==> src/rtl/bus_arb_mux_pkg.sv <==
// Shared types and helpers for the bus_arb_mux round-robin bus multiplexer.
// The lock-state enum is only used when BUS_ARB_MUX_LOCK_EN is defined.
package bus_arb_pkg;

    typedef enum logic {LK_IDLE, LK_LOCKED} lock_state_t;

    // Wrap is explicit so non-power-of-two channel counts work.
    function automatic int unsigned rr_next(input int unsigned idx, input int unsigned n);
        return (idx == n - 1) ? 0 : idx + 1;
    endfunction

endpackage

==> src/rtl/bus_arb_mux_rr_pick.sv <==
// Combinational rotating-priority picker: first set request at or after ptr,
// found by rotating a doubled request vector so the search always starts at bit 0.
module rr_pick #(
    parameter int N     = 16,
    parameter int SEL_W = $clog2(N)
) (
    input  logic [N-1:0]     req,
    input  logic [SEL_W-1:0] ptr,
    output logic             gnt_vld,
    output logic [SEL_W-1:0] gnt_idx
);

    localparam logic [SEL_W:0] N_EXT = (SEL_W + 1)'(N);

    logic [N-1:0] rot;
    logic [SEL_W:0] sum;

    // Scan downwards so the lowest set offset is the one that remains.
    always_comb begin
        rot     = N'({req, req} >> ptr);
        gnt_vld = 1'b0;
        gnt_idx = '0;
        sum     = '0;
        for (int k = N - 1; k >= 0; k--) begin
            if (rot[k]) begin
                gnt_vld = 1'b1;
                sum     = {1'b0, ptr} + (SEL_W + 1)'(k);
                gnt_idx = (sum >= N_EXT) ? SEL_W'(sum - N_EXT) : SEL_W'(sum);
            end
        end
    end

endmodule

==> src/rtl/bus_arb_mux.sv <==
// N:1 round-robin bus multiplexer with valid/ready per channel and a registered output stage.
// Define BUS_ARB_MUX_LOCK_EN to add in_last and multi-beat packet locking.
module bus_arb_mux
    import bus_arb_pkg::*;
#(
    parameter int WIDTH = 64,
    parameter int N     = 16,
    parameter int SEL_W = $clog2(N)
) (
    input  logic                      clk,
    input  logic                      reset,
    input  logic [N-1:0]              in_valid,
    input  logic [N-1:0][WIDTH-1:0]   in_data,
    output logic [N-1:0]              in_ready,
`ifdef BUS_ARB_MUX_LOCK_EN
    input  logic [N-1:0]              in_last,
`endif
    output logic                      out_valid,
    output logic [WIDTH-1:0]          out_data,
    output logic [SEL_W-1:0]          out_sel,
    input  logic                      out_ready
);

    logic             out_valid_q, out_valid_d;
    logic [WIDTH-1:0] out_data_q, out_data_d;
    logic [SEL_W-1:0] out_sel_q, out_sel_d;
    logic [SEL_W-1:0] rr_ptr_q, rr_ptr_d;

    logic             stage_free;
    logic             accept;
    logic             adv_ptr;
    logic             pick_vld, gnt_vld;
    logic [SEL_W-1:0] pick_idx, gnt;

    rr_pick #(.N(N), .SEL_W(SEL_W)) u_pick (
        .req     (in_valid),
        .ptr     (rr_ptr_q),
        .gnt_vld (pick_vld),
        .gnt_idx (pick_idx)
    );

`ifdef BUS_ARB_MUX_LOCK_EN
    lock_state_t      lock_state_q, lock_state_d;
    logic [SEL_W-1:0] lock_ch_q, lock_ch_d;

    // While a packet is open only its owner may be granted, even if it idles.
    always_comb begin
        gnt_vld = pick_vld;
        gnt     = pick_idx;
        if (lock_state_q == LK_LOCKED) begin
            gnt_vld = in_valid[lock_ch_q];
            gnt     = lock_ch_q;
        end
    end

    always_comb begin
        lock_state_d = lock_state_q;
        lock_ch_d    = lock_ch_q;
        adv_ptr      = accept && in_last[gnt];
        case (lock_state_q)
            LK_IDLE: begin
                if (accept && !in_last[gnt]) begin
                    lock_state_d = LK_LOCKED;
                    lock_ch_d    = gnt;
                end
            end
            LK_LOCKED: begin
                if (accept && in_last[gnt]) begin
                    lock_state_d = LK_IDLE;
                end
            end
            default: lock_state_d = LK_IDLE;
        endcase
    end

    always_ff @(posedge clk or posedge reset) begin
        if (reset) begin
            lock_state_q <= LK_IDLE;
            lock_ch_q    <= '0;
        end else begin
            lock_state_q <= lock_state_d;
            lock_ch_q    <= lock_ch_d;
        end
    end
`else
    assign gnt_vld = pick_vld;
    assign gnt     = pick_idx;
    assign adv_ptr = accept;
`endif

    // Ready is gated by reset so nothing is handshaken while the block is held.
    always_comb begin
        stage_free  = !out_valid_q || out_ready;
        accept      = stage_free && gnt_vld && !reset;
        in_ready    = '0;
        out_valid_d = out_valid_q;
        out_data_d  = out_data_q;
        out_sel_d   = out_sel_q;
        if (accept) begin
            in_ready[gnt] = 1'b1;
            out_data_d    = in_data[gnt];
            out_sel_d     = gnt;
        end
        if (stage_free) begin
            out_valid_d = accept;
        end
    end

    always_comb begin
        rr_ptr_d = rr_ptr_q;
        if (adv_ptr) begin
            rr_ptr_d = SEL_W'(rr_next(32'(gnt), N));
        end
    end

    always_ff @(posedge clk or posedge reset) begin
        if (reset) begin
            out_valid_q <= 1'b0;
            out_data_q  <= '0;
            out_sel_q   <= '0;
            rr_ptr_q    <= '0;
        end else begin
            out_valid_q <= out_valid_d;
            out_data_q  <= out_data_d;
            out_sel_q   <= out_sel_d;
            rr_ptr_q    <= rr_ptr_d;
        end
    end

    assign out_valid = out_valid_q;
    assign out_data  = out_data_q;
    assign out_sel   = out_sel_q;

endmodule

==> config.mk <==
export PLATFORM = sky130hd
export DESIGN_NAME = bus_arb_mux
export DESIGN_NICKNAME = d
export VERILOG_FILES = /design/src/rtl/bus_arb_mux_pkg.sv /design/src/rtl/bus_arb_mux_rr_pick.sv /design/src/rtl/bus_arb_mux.sv
export SDC_FILE = /design/constraint.sdc
export NUM_CORES = 1
export LEC_CHECK = 0
export CAP_MARGIN = 10
export CORE_AREA = 4 4 441 443
export CTS_BUF_LIST = sky130_fd_sc_hd__clkbuf_8
export DETAILED_ROUTE_END_ITERATION = 10
export DIE_AREA = 0 0 445 447
export PLACE_DENSITY_LB_ADDON = 0.25
export SLEW_MARGIN = 5
export SYNTH_ARGS = -nofsm -noshare
export SYNTH_HDL_FRONTEND = slang
export SYNTH_SLANG_ARGS = --single-unit
==> constraint.sdc <==
create_clock -name clk -period 17.9 [get_ports clk]
set_input_delay 5.37 -clock clk [delete_from_list [all_inputs] [get_ports clk]]
set_output_delay 5.37 -clock clk [all_outputs]
set_load 0.01 [all_outputs]
==> reports/results.tsv, run 1 <==
metric	value	unit
status	completed	
residual DRC count	0	
largest area contributor in the netlist	mux2i_1	
CP max FO	99	
via count	19500	
CTS clock-pin slew for the worst setup and hold paths	0.10	ns
chip height	447	um
core box area	190000	um2
CTS HTree Levels	3	
Main synth FF type	dfrtp_1	
clock buffer count from CTS	9	
initial antenna violation count	64	
crit path cell chain	clkdlybuf4s50_1, mux2_1, o22ai_1, o21ai_0, a211o_1, a211oi_1, o221a_4, clkinv_16, ha_1, and3_1, clkdlybuf4s50_1	
post-synth cell types	76	
EDFF count, synth	0	
post-CTS sizing	0	
vias in the first global route	20200	
most common cell after layout, fill and taps aside	clkdlybuf4s50_1	
I/O pin cnt	1128	
crit-path max cell delay	0.81	ns
DIE AREA	199000	um2
Rows	160	
Overflow after GRT	0	
Initial Utilization	7.70	%
Worst Setup Start Kind	input port	
Global Route Usage Sum	15.5	%
setup TNS	0	ns
Clock Sink Count	73	
global-route wire length before repair	203000	um
Synthesized Nets	2896	
min Tclk post-route	16.29	ns
GPL Wtd Cong	0.884	
Hold Slack	0.499	ns
final period utilization	91.0	%
Setup-failing EPs final	0	
largest net degree at the start of global routing	116	
DP HPWL	139000	um
metal3 WL	9490	um
Slew headroom	21.6	%
area delta synth->final	95.8	%
Seq/Total Area, Yosys	12.5	%
share of cells above drive strength 1	6.26	%
syn avg cell area	7.94	um2
TritonCTS clock tree	done	
worst path required time	12.53	ns
Setup WS pre-CTS	1.70	ns
Routed Antenna Nets	0	
top cells by area, synth	mux2i_1 31%, dfrtp_1 12%, nand2_1 7.3%	
overall routed net length	163000	um
Post-synth ARST share	100	%
storage element area	1830	um2
iteration-0 DRC count of the detailed router	1366	
Post-CTS Hold Buffers	0	
Synth Cell Area	14600	um2
die width	445	um
setup bufs post-CTS	0	
non-filler instance count after layout	5368	
vias per cell	3.63	
max-cap violation count	0	
setup slack after layout	1.61	ns
critical path class	input port to primary output	
Mapped Cells	1842	
WL/cell	30.3	um
slowest stage cell, crit path	o221a_4	
fin nets	3892	
Clk Latency, worst-skew pair	0.54	ns
Fillers	21700	
YS warnings	0	
clk root buf	clkbuf_8	
Fin. Hold Viols	0	
most used cell, CP	clkdlybuf4s50_1	
Crit path arrival time	10.92	ns
startpoint of the worst hold path	out_sel[2]	
Fmax	61.4	MHz
Worst Skew	0.0538	ns
DR pass1 iterations	5	
CP delay by family, top	compound AO/OA/AOI/OAI gates	
# port buffers	1127	
commonest cells after routing, fill and taps aside	1127 x clkdlybuf4s50_1, 451 x mux2i_1, 282 x nand2_1, 174 x nand3_1, 84 x nor2_1	
met2 wire length	84700	um
area of the multi-input gates	11700	um2
RSZ-0062 raised after global routing	no	
Crit. Startpoint	in_valid[7]	
pins over their slew limit	0	
met1 wire length	66000	um
CP Capture Type	primary output	
top sig layer	met5	
Worst-Margin Slew	1.18	ns
Hold Crit Class	register to register	
crit path buf inv count	3	
#FFs+latches synth	73	
share of the synthesized area in the top cell type	31.0	%
Max clock buf depth	2	
placed cell count	5338	
worst r2r src	rr_ptr_q[0]	
==> cell type report <==
| type | instances | share of cell area (%) |
|---|---|---|
| diodes | 14 | 0.122 |
| clock buffers | 9 | 0.432 |
| clock inverters | 7 | 0.214 |
| inverters | 9 | 0.253 |
| multi-input cells | 1575 | 41.0 |
| flip-flops and latches | 73 | 6.38 |
| well taps | 2511 | 11.0 |
| repair buffers | 1170 | 40.6 |
==> final timing paths <==
check | slack, ns | endpoint | cells past startpoint
max | 1.61 | in_ready[10] | 11
min | 0.50 | out_sel[2] | 2
max reg2reg | 10.48 | out_data[9] | 13
min reg2reg | 0.50 | out_sel[2] | 2
max in group asynchronous | 11.41 | rr_ptr_q[1] | 3
min in group asynchronous | 5.23 | rr_ptr_q[0] | 2
==> kinds of logic (layout without fill, tap and decap cells) <==
group / after synthesis / in the layout / synth area share [%]
adders and majority gates: 11 / 11 / 0.941
xor gates and xnor gates: 6 / 6 / 0.359
muxes: 546 / 546 / 39.7
and+or+nand+nor: 661 / 661 / 20.0
DFF: 73 / 73 / 12.5
AOI/OAI and AO/OA: 351 / 351 / 18.2
other: 0 / 14 / 0
buffers and inverters: 194 / 1195 / 8.25
==> registers in the layout, summed over array words and instances (netlist names) <==
signal and flops:
out_data 64, out_sel 4, rr_ptr_q 4, out_valid 1
==> worst reg2reg max path: stages, from the launching register on <==
cell and delay (ns):
dfrtp_1 0.36, buf_4 0.45, mux2_1 0.41, o22ai_1 0.66
o21ai_0 0.45, a211o_1 0.45, a211oi_1 0.53, o221a_4 0.81
clkinv_16 0.56, buf_12 0.59, mux2i_1 0.62, mux2i_1 0.26
a22oi_1 0.91, a31oi_1 0.19
==> routing by layer <==
layer,global-route usage (%),vias up
met1,18.6,9577
met4,2.46,16
li1,-,9002
met3,3.44,112
met2,28.5,757
met5,0,-
==> metrics by stage <==
step           instance area [um2]  util [%]
4_1_cts                      28600      15.1
5_1_grt                      28600      15.1
3_5_place_dp                 28400      15.0
3_3_place_gp                 28400      15.0
2_1_floorplan                14600         -
6_report                     28600      15.1
==> synthesized netlist by cell type (all sizes together) (2+ instances only) <==
master   instances
a211o            2
a211oi          14
a21boi           4
a21oi           16
a221o            2
a221oi          27
a22oi           37
a2bb2oi          3
a31o             2
a31oi           72
a32oi           28
and2             8
and3            18
buf            101
clkbuf          84
clkinv           2
dfrtp           73
ha              11
inv              7
mux2            72
mux2i          455
mux4            19
nand2          283
nand2b           5
nand3          177
nand4            3
nor2            88
nor2b            2
nor3            65
o211a            4
o211ai           9
o21a             5
o21ai           47
o221a           39
o221ai           4
o22a             4
o22ai            8
o311a            3
o31a             5
o31ai            5
o32ai            2
or2              3
or3              3
or4              2
xnor2            5
Power of run 1 is not shown: default switching activity piles up to over one toggle a cycle in this logic, so the estimate is an artifact.
==> run 2: changes to the inputs <==
- CORE_AREA: 4 4 441 443 -> 4 4 434 436
- DIE_AREA: 0 0 445 447 -> 0 0 438 440
- clock period: 17.9 -> 15.85 ns (I/O delays scaled with it)
==> reports/results.tsv, run 2 (synthesis results as in run 1) <==
metric	value	unit
TritonCTS clock tree	done	
core box area	185000	um2
chip height	440	um
worst path required time	11.10	ns
commonest cells after routing, fill and taps aside	1127 x clkdlybuf4s50_1, 451 x mux2i_1, 282 x nand2_1, 174 x nand3_1, 84 x nor2_1	
storage element area	1830	um2
share of cells above drive strength 1	6.85	%
area delta synth->final	96.1	%
via count	19600	
Max clock buf depth	2	
Clock Sink Count	73	
CTS HTree Levels	3	
clock buffer count from CTS	9	
Initial Utilization	7.92	%
vias in the first global route	19900	
DP HPWL	136000	um
Slew headroom	13.9	%
DR pass1 iterations	5	
Fin. Hold Viols	0	
Setup-failing EPs final	0	
Crit path arrival time	9.66	ns
Routed Antenna Nets	0	
die width	438	um
final period utilization	90.9	%
RSZ-0062 raised after global routing	no	
residual DRC count	0	
Post-CTS Hold Buffers	0	
Worst-Margin Slew	1.28	ns
dpl cell area	28500	um2
post-route core utilization	15.5	%
Overflow after GRT	0	
initial antenna violation count	79	
most common cell after layout, fill and taps aside	clkdlybuf4s50_1	
critical path class	input port to primary output	
Fmax	69.4	MHz
iteration-0 DRC count of the detailed router	1350	
CTS clock-pin slew for the worst setup and hold paths	0.14	ns
max FFs per register	64	
global-route wire length before repair	201000	um
clk root buf	clkbuf_8	
# port buffers	1127	
Fillers	21200	
CP Capture Type	primary output	
GPL Wtd Cong	0.892	
Worst Setup Start Kind	input port	
Hold Slack	0.505	ns
Worst Skew	0.0565	ns
CP max FO	39	
overall routed net length	160000	um
Hold Crit Class	register to register	
WL/cell	29.9	um
setup bufs post-CTS	0	
max-cap violation count	0	
min Tclk post-route	14.41	ns
Final Instance Area	28700	um2
setup TNS	0	ns
vias per cell	3.65	
post-CTS sizing	0	
DIE AREA	193000	um2
largest net degree at the start of global routing	83	
Global Route Usage Sum	15.7	%
status	completed	
Rows	158	
fin nets	3910	
Clk Latency, worst-skew pair	0.52	ns
I/O pin cnt	1128	
pins over their slew limit	0	
area of the multi-input gates	11700	um2
run 2: final timing paths:
check	startpoint	to	slack (ns)	cells after the start
worst max register to register	rr_ptr_q[0]	out_data[20]	8.26	15
max in group asynchronous	reset	out_data[11]	9.94	3
min in group asynchronous	reset	out_sel[1]	4.80	2
worst max-delay path	in_valid[12]	in_ready[11]	1.44	12
worst min-delay path	out_sel[2]	out_sel[2]	0.50	2
worst min register to register	out_sel[2]	out_sel[2]	0.50	2
run 2: final cells by class:
| class | instances | share of cell area, % |
|---|---|---|
| Inverter | 9 | 0.253 |
| Timing Repair Buffer | 1188 | 40.9 |
| Sequential cell | 73 | 6.37 |
| Tap cell | 2480 | 10.8 |
| Multi-Input combinational cell | 1575 | 40.9 |
| Clock buffer | 10 | 0.480 |
| Antenna cell | 14 | 0.122 |
| Clock inverter | 6 | 0.122 |
run 2: metrics by stage:
step	cells	setup slack [ns]
floorplan	1842	3.31
global placement	5325	1.41
detailed placement	5325	1.45
CTS	5341	1.43
global route	5347	1.26
finish	5355	1.44
run 2: critical path: stages:
cell and delay, ns:
clkdlybuf4s50_1 0.51, mux2_1 0.38, o22ai_1 0.70, o21ai_0 0.42, a21boi_0 0.30, o21ai_1 0.09, a41oi_1 0.42, o21a_4 0.24
buf_4 0.58, ha_1 0.42, and3_1 0.24, clkdlybuf4s50_1 0.56
run 2: routing by layer:
layer | share of wire, % | GRT usage, % | up-vias
li1 | - | - | 9054
met1 | 39 | 18.2 | 9521
met2 | 51 | 28.3 | 805
met5 | 0.13 | 0 | -
met3 | 7.3 | 4.64 | 149
met4 | 2.3 | 3.89 | 34
Power of run 2 is left out for the same reason.
==> run 3: changes to the inputs <==
- ABC_CLOCK_PERIOD_IN_PS: default -> 15850
==> results of run 3 <==
The final DEF is identical to that of run 2; final timing and power are the same.
Power of run 3 is left out for the same reason.
